[src/rtl/exec_step_pkg.sv]
// Shared encodings for the execution step controller: operating modes
// selected by the mode input and the controller FSM states.
package exec_step_pkg;

    typedef enum logic [1:0] {
        MODE_SINGLE = 2'b00,
        MODE_RUN    = 2'b01,
        MODE_BURST  = 2'b10,
        MODE_HALT   = 2'b11
    } mode_t;

    typedef enum logic [1:0] {
        ST_IDLE  = 2'b00,
        ST_RUN   = 2'b01,
        ST_BURST = 2'b10
    } state_t;

endpackage

[src/rtl/btn_debounce.sv]
// Push-button conditioning: 2-FF synchroniser, level debouncer and a
// one-cycle press pulse on each debounced 0->1 transition.
module btn_debounce #(
    parameter int DEBOUNCE_CYCLES = 4
) (
    input  logic clk_in,
    input  logic rst,
    input  logic btn,
    output logic press
);

    localparam int CW = (DEBOUNCE_CYCLES > 1) ? $clog2(DEBOUNCE_CYCLES) : 1;
    localparam logic [CW-1:0] LAST = CW'(DEBOUNCE_CYCLES - 1);

    logic          sync1;
    logic          sync2;
    logic [1:0]    valid;
    logic          armed;
    logic          level;
    logic          level_d;
    logic [CW-1:0] cnt;

    // Synchronise, debounce, and arm press detection only once the button
    // has been seen released after reset, so a button held through reset
    // cannot produce a press when its debounced level first rises.
    always_ff @(posedge clk_in or negedge rst) begin
        if (!rst) begin
            sync1   <= 1'b0;
            sync2   <= 1'b0;
            valid   <= '0;
            armed   <= 1'b0;
            level   <= 1'b0;
            level_d <= 1'b0;
            cnt     <= '0;
        end else begin
            sync1   <= btn;
            sync2   <= sync1;
            valid   <= {valid[0], 1'b1};
            level_d <= level;
            if (valid[1] && !sync2) begin
                armed <= 1'b1;
            end
            if (sync2 != level) begin
                if (cnt == LAST) begin
                    level <= sync2;
                    cnt   <= '0;
                end else begin
                    cnt <= cnt + 1'b1;
                end
            end else begin
                cnt <= '0;
            end
        end
    end

    assign press = level & ~level_d & armed;

endmodule

[src/rtl/exec_step_ctrl.sv]
// Execution step controller: turns a debounced push-button and a mode
// selection into single, free-running or counted-burst CPU step pulses.
module exec_step_ctrl
    import exec_step_pkg::*;
#(
    parameter int DEBOUNCE_CYCLES = 4,
    parameter int PERIOD_W        = 16,
    parameter int BURST_W         = 8
) (
    input  logic                clk_in,
    input  logic                rst,
    input  logic [1:0]          mode,
    input  logic                exec,
    input  logic [PERIOD_W-1:0] period,
    input  logic [BURST_W-1:0]  burst_len,
    input  logic                cpu_ready,
    output logic                step,
    output logic                busy,
    output logic [BURST_W-1:0]  burst_left,
    output logic [15:0]         step_count
);

    state_t              state;
    state_t              state_n;
    mode_t               mode_cur;
    mode_t               mode_q;
    logic                mode_chg;
    logic                press;
    logic                pending;
    logic                pending_n;
    logic [PERIOD_W-1:0] tick_cnt;
    logic [PERIOD_W-1:0] tick_n;
    logic [PERIOD_W-1:0] period_eff;
    logic                tick_due;
    logic [BURST_W-1:0]  burst_left_n;
    logic [15:0]         step_count_n;

    btn_debounce #(
        .DEBOUNCE_CYCLES(DEBOUNCE_CYCLES)
    ) u_btn_debounce (
        .clk_in(clk_in),
        .rst   (rst),
        .btn   (exec),
        .press (press)
    );

    assign mode_cur   = mode_t'(mode);
    assign mode_chg   = (mode_cur != mode_q);
    assign period_eff = (period == '0) ? PERIOD_W'(1) : period;
    assign tick_due   = (tick_cnt <= PERIOD_W'(1));

    // A mode change cancels the pending request in the same cycle, so the
    // step gate also masks it to keep step_count unchanged across a change.
    assign step = pending & cpu_ready & ~mode_chg & (mode_cur != MODE_HALT);

    // Next-state, pending request, tick counter, burst and step counters.
    always_comb begin
        state_n      = state;
        pending_n    = pending & ~step;
        tick_n       = tick_cnt;
        burst_left_n = burst_left;
        step_count_n = step ? step_count + 16'd1 : step_count;

        if (mode_chg) begin
            state_n      = ST_IDLE;
            pending_n    = 1'b0;
            tick_n       = '0;
            burst_left_n = '0;
        end else begin
            unique case (state)
                ST_IDLE: begin
                    if (press) begin
                        unique case (mode_cur)
                            MODE_SINGLE: begin
                                pending_n = 1'b1;
                            end
                            MODE_RUN: begin
                                state_n   = ST_RUN;
                                pending_n = 1'b1;
                                tick_n    = period_eff;
                            end
                            MODE_BURST: begin
                                if (burst_len != '0) begin
                                    state_n      = ST_BURST;
                                    pending_n    = 1'b1;
                                    tick_n       = period_eff;
                                    burst_left_n = burst_len;
                                end
                            end
                            MODE_HALT: begin
                            end
                        endcase
                    end
                end

                ST_RUN: begin
                    if (press) begin
                        state_n   = ST_IDLE;
                        pending_n = 1'b0;
                        tick_n    = '0;
                    end else if (tick_due) begin
                        pending_n = 1'b1;
                        tick_n    = period_eff;
                    end else begin
                        tick_n = tick_cnt - PERIOD_W'(1);
                    end
                end

                ST_BURST: begin
                    if (tick_due) begin
                        pending_n = 1'b1;
                        tick_n    = period_eff;
                    end else begin
                        tick_n = tick_cnt - PERIOD_W'(1);
                    end
                    // The last step ends the burst; any tick raised in the
                    // same cycle must not leak a step into IDLE.
                    if (step) begin
                        burst_left_n = burst_left - BURST_W'(1);
                        if (burst_left <= BURST_W'(1)) begin
                            state_n      = ST_IDLE;
                            pending_n    = 1'b0;
                            tick_n       = '0;
                            burst_left_n = '0;
                        end
                    end
                end

                default: begin
                    state_n   = ST_IDLE;
                    pending_n = 1'b0;
                end
            endcase
        end
    end

    // State register; busy is registered straight from the next state.
    always_ff @(posedge clk_in or negedge rst) begin
        if (!rst) begin
            state      <= ST_IDLE;
            mode_q     <= MODE_SINGLE;
            pending    <= 1'b0;
            tick_cnt   <= '0;
            burst_left <= '0;
            step_count <= '0;
            busy       <= 1'b0;
        end else begin
            state      <= state_n;
            mode_q     <= mode_cur;
            pending    <= pending_n;
            tick_cnt   <= tick_n;
            burst_left <= burst_left_n;
            step_count <= step_count_n;
            busy       <= (state_n != ST_IDLE);
        end
    end

endmodule
[config.mk]
export PLATFORM = sky130hd
export DESIGN_NAME = exec_step_ctrl
export DESIGN_NICKNAME = d
export VERILOG_FILES = /design/src/rtl/exec_step_pkg.sv /design/src/rtl/btn_debounce.sv /design/src/rtl/exec_step_ctrl.sv
export SDC_FILE = /design/constraint.sdc
export NUM_CORES = 1
export LEC_CHECK = 0
export ABC_AREA = 1
export CAP_MARGIN = 10
export CELL_PAD_IN_SITES_DETAIL_PLACEMENT = 1
export CELL_PAD_IN_SITES_GLOBAL_PLACEMENT = 1
export CORE_MARGIN = 2
export CORE_UTILIZATION = 36
export DETAILED_ROUTE_END_ITERATION = 6
export GPL_ROUTABILITY_DRIVEN = 0
export PLACE_DENSITY_LB_ADDON = 0.1
export SLEW_MARGIN = 25
export SYNTH_ARGS = -nofsm -noshare
export SYNTH_HDL_FRONTEND = slang
export SYNTH_SLANG_ARGS = --single-unit
[constraint.sdc]
create_clock -name clk_in -period 1.75 [get_ports clk_in]
set_input_delay 0.175 -clock clk_in [delete_from_list [all_inputs] [get_ports clk_in]]
set_output_delay 0.175 -clock clk_in [all_outputs]
set_load 0.05 [all_outputs]
==> flow_summary.json, run 1 <==
{
  "wirelength_um": 11500,
  "place_area_um2": 4970,
  "die_y_um": 107,
  "clock_skew_ns": 0.0108,
  "drt-pass1-iter-count": 4,
  "ys_types": 41,
  "cts_buffers": 5,
  "grt_usage_pct": 20.7,
  "clkTransAtPathRegs_ns": 0.11,
  "clock_path_buffers": 2,
  "max_cap_viol_count": 0,
  "synth_adder_area_share_pct": 4.58,
  "syn_avg_cell_area_um2": 7.13,
  "finalPower_mw": 4.41,
  "critPathRequiredTime_ns": 1.98,
  "drive_gt1_share_pct": 27.1,
  "grt_max_degree": 38,
  "grt_pass1_wl_um": 19000,
  "antenna_cells": 0,
  "relSlewSlack_pct": 65.5,
  "viasPerCell": 4.74,
  "crit_path_end": "tick_cnt[9]",
  "finalInstanceArea_um2": 5390,
  "p_leak_nw": 2.90,
  "crit_start": "state[0]",
  "dieArea_um2": 11500,
  "status": "completed",
  "cts_sinks": 55,
  "synthSimpleGateAreaFrac_pct": 39.4,
  "highest_layer": "met4",
  "avgRoutedWirePerCell_um": 14.2,
  "combPwrFrac_pct": 47.5,
  "placementRows": 37,
  "max-vdd-ir-drop_mv": 0.356,
  "min_period_over_period_pct": 98.9,
  "htreeDepth": 2,
  "ys_warn_count": 0,
  "start_kind": "flip-flop",
  "yosys_register_bits": 55,
  "final_common_cell": "nand2_1",
  "drtIter0Drc": 124,
  "overflow": 0,
  "wl_met1_um": 5260,
  "r2r-start": "state[0]",
  "synth_top_family_by_area": "simple AND/OR/NAND/NOR gates",
  "dpl.hpwl_um": 8630,
  "power_frac_clock_pct": 17.7,
  "synthesis.nets": 580,
  "finalHoldViolCount": 0,
  "tritoncts": "built",
  "drv_slew": 0,
  "switchingPower_mw": 1.86,
  "met3_length_um": 394,
  "drc": 0,
  "layout_common_cells": "nand2_1 (172), buf_4 (76), inv_1 (60)",
  "timing.hold.ws_ns": 0.189,
  "timing.critical_path.slowest_cell_delay_ns": 0.44,
  "cts_root_buf": "clkbuf_8",
  "setup_tns_ns": 0,
  "r2r-end": "tick_cnt[9]",
  "synth_area_um2": 3820,
  "insertion_delay_ns": 0.33,
  "syn_inst": 536,
  "power_frac_seq_pct": 34.8,
  "period_needed_ns": 1.73,
  "switching_share_pct": 42.1,
  "cp-end-kind": "flip-flop",
  "path_max_fanout": 6,
  "path_cells": "buf_6, ha_4, or2_4, nor3_4, nor2_4, buf_6, nand2_8, nor2_2, nand2_1, nand2_1",
  "critPathTopFamily": "simple AND/OR/NAND/NOR gates",
  "wl_met2_um": 5670,
  "synth_compound_area_share_pct": 6.02,
  "worst-path-buf-inv": 2,
  "postLayoutCoreUtil_pct": 52.2,
  "synth_xor_area_share_pct": 5.04,
  "p_per_area_nw_per_um2": 818,
  "num_vias": 3816,
  "worst_slew_pin_slew_ns": 0.516,
  "io_buffer_count": 55,
  "crit_slowest_cell": "dfrtp_1",
  "coreArea_um2": 10300,
  "num_io_pins": 56,
  "cp.depth": 10,
  "ys_seq_area_share_pct": 36.0,
  "muxShareOfSynthArea_pct": 0,
  "nets": 712,
  "detail-route-antenna-nets": 0,
  "p_int_mw": 2.55,
  "grt_pass1_vias": 4003,
  "initial_core_util_pct": 37.0,
  "hold_path_class": "input port to flip-flop",
  "critical_path_class": "flip-flop to flip-flop",
  "r2r_cells": 10,
  "die_x_um": 107,
  "grt_setup_unrepaired": "true",
  "crit_arrival_ns": 1.96,
  "antenna_found_initial": 0,
  "max_freq_ghz": 0.578,
  "finalSetupViolCount": 0,
  "area_delta_synth_final_pct": 41.0,
  "r2r_setup_slack_ns": 0.02
}
## routing by layer
metal  track usage [%]  vias up
li1                  -     1931
met1              26.9     1824
met2              35.6       53
met3              3.40        8
met4              5.10        0
met5                 0        -
## synthesized netlist by cell type, drive strengths merged
cell type,n,share of area [%]
nand2,194,21
inv,73,7.3
nor2,73,9.5
dfrtp,55,36
nand3,33,4.8
o21ai,30,4.7
xor2,15,3.4
ha,14,4.6
nand4,13,2.1
nor3,9,1.4
xnor2,7,1.6
buf,5,1.3
o22ai,3,0.49
a21oi,2,0.26
clkbuf,2,0.23
or2,2,0.33
a21boi,1,0.20
a31oi,1,0.16
and3,1,0.16
conb,1,0.098
nand3b,1,0.20
o21bai,1,0.20
## kinds of logic after synthesis
kind of cell | after synthesis
other | 1
XOR/XNOR | 22
adder cells (fa/ha/maj) | 14
flip-flops | 55
buffers and inverters | 80
AND/OR/NAND/NOR | 326
AO/OA/AOI/OAI | 38
## cell type report
| class | instances | area, um^2 |
|---|---|---|
| repair buffers | 130 | 1170 |
| fillers | 1295 | 4930 |
| clock inverters | 3 | 26.3 |
| multi-input cells | 403 | 2300 |
| clock buffers | 5 | 68.8 |
| inverters | 73 | 284 |
| flip-flops and latches | 55 | 1380 |
| well taps | 136 | 170 |
## registers in the layout (all words and copies together) (netlist names)
register	flops
burst_left	8
busy	1
mode_q	2
pending	1
state	2
step_count	16
tick_cnt	16
u_btn_debounce.armed	1
u_btn_debounce.cnt	2
u_btn_debounce.level	1
u_btn_debounce.level_d	1
u_btn_debounce.sync1	1
u_btn_debounce.sync2	1
u_btn_debounce.valid	2
## power by group through the flow
stage | clock network [mW] | registers [mW] | logic, mW
2_1_floorplan | 0 | 1.67 | 1.05
3_3_place_gp | 0 | 1.54 | 1.84
3_5_place_dp | 0 | 1.56 | 1.91
4_1_cts | 0.823 | 1.53 | 1.95
5_1_grt | 0.865 | 1.56 | 2.32
6_report | 0.782 | 1.53 | 2.09
## repair_timing
action	in CTS	in global routing
gates cloned	1	1
resized for setup	18	53
pin swaps	4	26
hold buffers	1	0
setup endpoints to repair	35	32
setup buffers	3	8
hold endpoints to repair	18	0
## through the flow
| step | instances | setup slack (ns) |
|---|---|---|
| final | 805 | 0.0198 |
| after global routing | 805 | -0.0760 |
| after CTS | 796 | 0.000340 |
| after global placement | 783 | -0.212 |
| after floorplan | 536 | 0.0472 |
| after detailed placement | 783 | -0.277 |
## worst min path at each step
| stage | cells after the start | startpoint | to |
|---|---|---|---|
| global placement | 1 | rst | tick_cnt[5] |
| global route | 1 | mode[1] | mode_q[1] |
| finish | 1 | mode[1] | mode_q[1] |
| CTS | 1 | mode[1] | mode_q[1] |
| floorplan | 0 | rst | burst_left[0] |
| detailed placement | 1 | rst | tick_cnt[5] |
(Power assumes the default switching activity.)
==> run 2: changes to the inputs <==
--- a/config.mk
+++ b/config.mk
@@ -6,6 +6,7 @@
 export NUM_CORES = 1
 export LEC_CHECK = 0
 export ABC_AREA = 1
+export ABC_CLOCK_PERIOD_IN_PS = 1750
 export CAP_MARGIN = 10
 export CELL_PAD_IN_SITES_DETAIL_PLACEMENT = 1
 export CELL_PAD_IN_SITES_GLOBAL_PLACEMENT = 1
==> results of run 2 <==
The final DEF is identical to that of run 1; final timing and power are the same.
==> run 3: changes to the inputs <==
--- a/config.mk
+++ b/config.mk
@@ -10,7 +10,6 @@
 export CAP_MARGIN = 10
 export CELL_PAD_IN_SITES_DETAIL_PLACEMENT = 1
 export CELL_PAD_IN_SITES_GLOBAL_PLACEMENT = 1
-export CORE_MARGIN = 2
 export CORE_UTILIZATION = 36
 export DETAILED_ROUTE_END_ITERATION = 6
 export GPL_ROUTABILITY_DRIVEN = 0
==> flow_summary.json, run 3 (same netlist as run 1, synthesis figures left out) <==
{
  "dp_slack_ns": -0.273,
  "placementRows": 37,
  "initial_core_util_pct": 37.0,
  "overflow": 0,
  "htreeDepth": 2,
  "wirelength_um": 11500,
  "combPwrFrac_pct": 46.8,
  "grt_max_degree": 38,
  "finalSetupViolCount": 0,
  "die_y_um": 105,
  "drv_slew": 0,
  "grt_pass1_wl_um": 19200,
  "dpl.hpwl_um": 8550,
  "power_frac_clock_pct": 18.3,
  "max_freq_ghz": 0.585,
  "max-vdd-ir-drop_mv": 0.485,
  "cts_root_buf": "clkbuf_8",
  "path_max_fanout": 5,
  "power_frac_seq_pct": 34.9,
  "switchingPower_mw": 1.85,
  "r2r_setup_slack_ns": 0.04,
  "clock_skew_ns": 0.0186,
  "min_period_over_period_pct": 97.6,
  "clkTransAtPathRegs_ns": 0.12,
  "worst_slew_pin_slew_ns": 0.520,
  "crit_arrival_ns": 1.99,
  "cp-end-kind": "flip-flop",
  "insertion_delay_ns": 0.34,
  "finalHoldViolCount": 0,
  "critPathRequiredTime_ns": 2.03,
  "cts_buffers": 5,
  "period_needed_ns": 1.71,
  "max_cap_viol_count": 0,
  "p_int_mw": 2.54,
  "timing.hold.ws_ns": 0.179,
  "num_io_pins": 56,
  "start_kind": "flip-flop",
  "fin_ws_ns": 0.0412,
  "grt_setup_unrepaired": "true",
  "switching_share_pct": 42.1,
  "antenna_cells": 0,
  "final_common_cell": "nand2_1",
  "critical_path_class": "flip-flop to flip-flop",
  "layout_common_cells": "nand2_1 (169), inv_1 (61), buf_4 (61)",
  "nets": 700,
  "drc": 0,
  "grt_usage_pct": 22.0,
  "relSlewSlack_pct": 65.2,
  "antenna_found_initial": 0,
  "status": "completed",
  "area_delta_synth_final_pct": 38.4,
  "die_x_um": 105,
  "hold_path_class": "input port to flip-flop",
  "postLayoutCoreUtil_pct": 51.2,
  "cts_sinks": 55,
  "num_vias": 3807,
  "tritoncts": "built",
  "dieArea_um2": 11000,
  "p_per_area_nw_per_um2": 828,
  "viasPerCell": 4.80,
  "io_buffer_count": 55,
  "clock_path_buffers": 2,
  "finalPower_mw": 4.38,
  "p_leak_nw": 2.88,
  "detail-route-antenna-nets": 0,
  "drt-pass1-iter-count": 4,
  "grt_pass1_vias": 3947,
  "coreArea_um2": 10300,
  "avgRoutedWirePerCell_um": 14.4,
  "drtIter0Drc": 104,
  "reg_top3": "step_count: 16 flops, tick_cnt: 16 flops, burst_left: 8 flops",
  "drive_gt1_share_pct": 24.5
}
[run 3: final timing paths]
path	startpoint	endpoint	cells past startpoint
min in group asynchronous	rst	tick_cnt[5]	2
max reg2reg	burst_left[0]	tick_cnt[10]	11
min	mode[0]	mode_q[0]	1
max in group asynchronous	rst	step_count[12]	3
max	burst_left[0]	tick_cnt[10]	11
min reg2reg	u_btn_debounce.valid[0]	u_btn_debounce.valid[1]	0
[run 3: power groups by stage]
| stage | Combinational [mW] | Clock, mW | Sequential [mW] |
|---|---|---|---|
| floorplan | 1.05 | 0 | 1.67 |
| global placement | 1.84 | 0 | 1.54 |
| detailed placement | 1.89 | 0 | 1.55 |
| CTS | 1.95 | 0.834 | 1.53 |
| global route | 2.26 | 0.884 | 1.55 |
| finish | 2.05 | 0.803 | 1.53 |
[run 3: cell type report]
| class | count | area [um^2] |
|---|---|---|
| Clock buffer | 5 | 68.8 |
| Clock inverter | 3 | 26.3 |
| Fill cell | 1340 | 5030 |
| Inverter | 73 | 284 |
| Multi-Input combinational cell | 403 | 2280 |
| Sequential cell | 55 | 1380 |
| Tap cell | 136 | 170 |
| Timing Repair Buffer | 118 | 1080 |
[run 3: layer usage]
| metal | global-route usage [%] | vias up | share of wire [%] |
|---|---|---|---|
| met3 | 3.68 | 10 | 3.3 |
| met1 | 28.6 | 1846 | 46 |
| li1 | - | 1903 | - |
| met4 | 6.24 | 0 | 1.2 |
| met5 | 0 | - | 0 |
| met2 | 37.5 | 48 | 50 |
[run 3: timing repair]
action,in CTS,in global routing
hold buffers,1,0
resized for setup,17,51
endpoints found under the hold margin,18,0
pin swaps,5,23
gates cloned,2,0
endpoints found under the setup margin,34,32
setup buffers,3,1
[run 3: per-stage QoR]
stage / area [um^2] / TNS (ns) / cells
after floorplan: 3830 / 0 / 536
after global placement: 4960 / -5.98 / 778
after detailed placement: 4960 / -8.33 / 778
after CTS: 5120 / 0 / 792
after global routing: 5290 / -0.636 / 793
final: 5290 / 0 / 793
[run 3: critical path, cell delays in order, from the launching register on]
cell	delay, ns
dfrtp_2	0.41
inv_1	0.05
ha_1	0.20
nor2_1	0.12
nor2_1	0.06
nand2_1	0.08
nand2_2	0.13
nand4_1	0.16
nand2_4	0.11
nor2_4	0.18
nand2_1	0.09
nand2_2	0.07
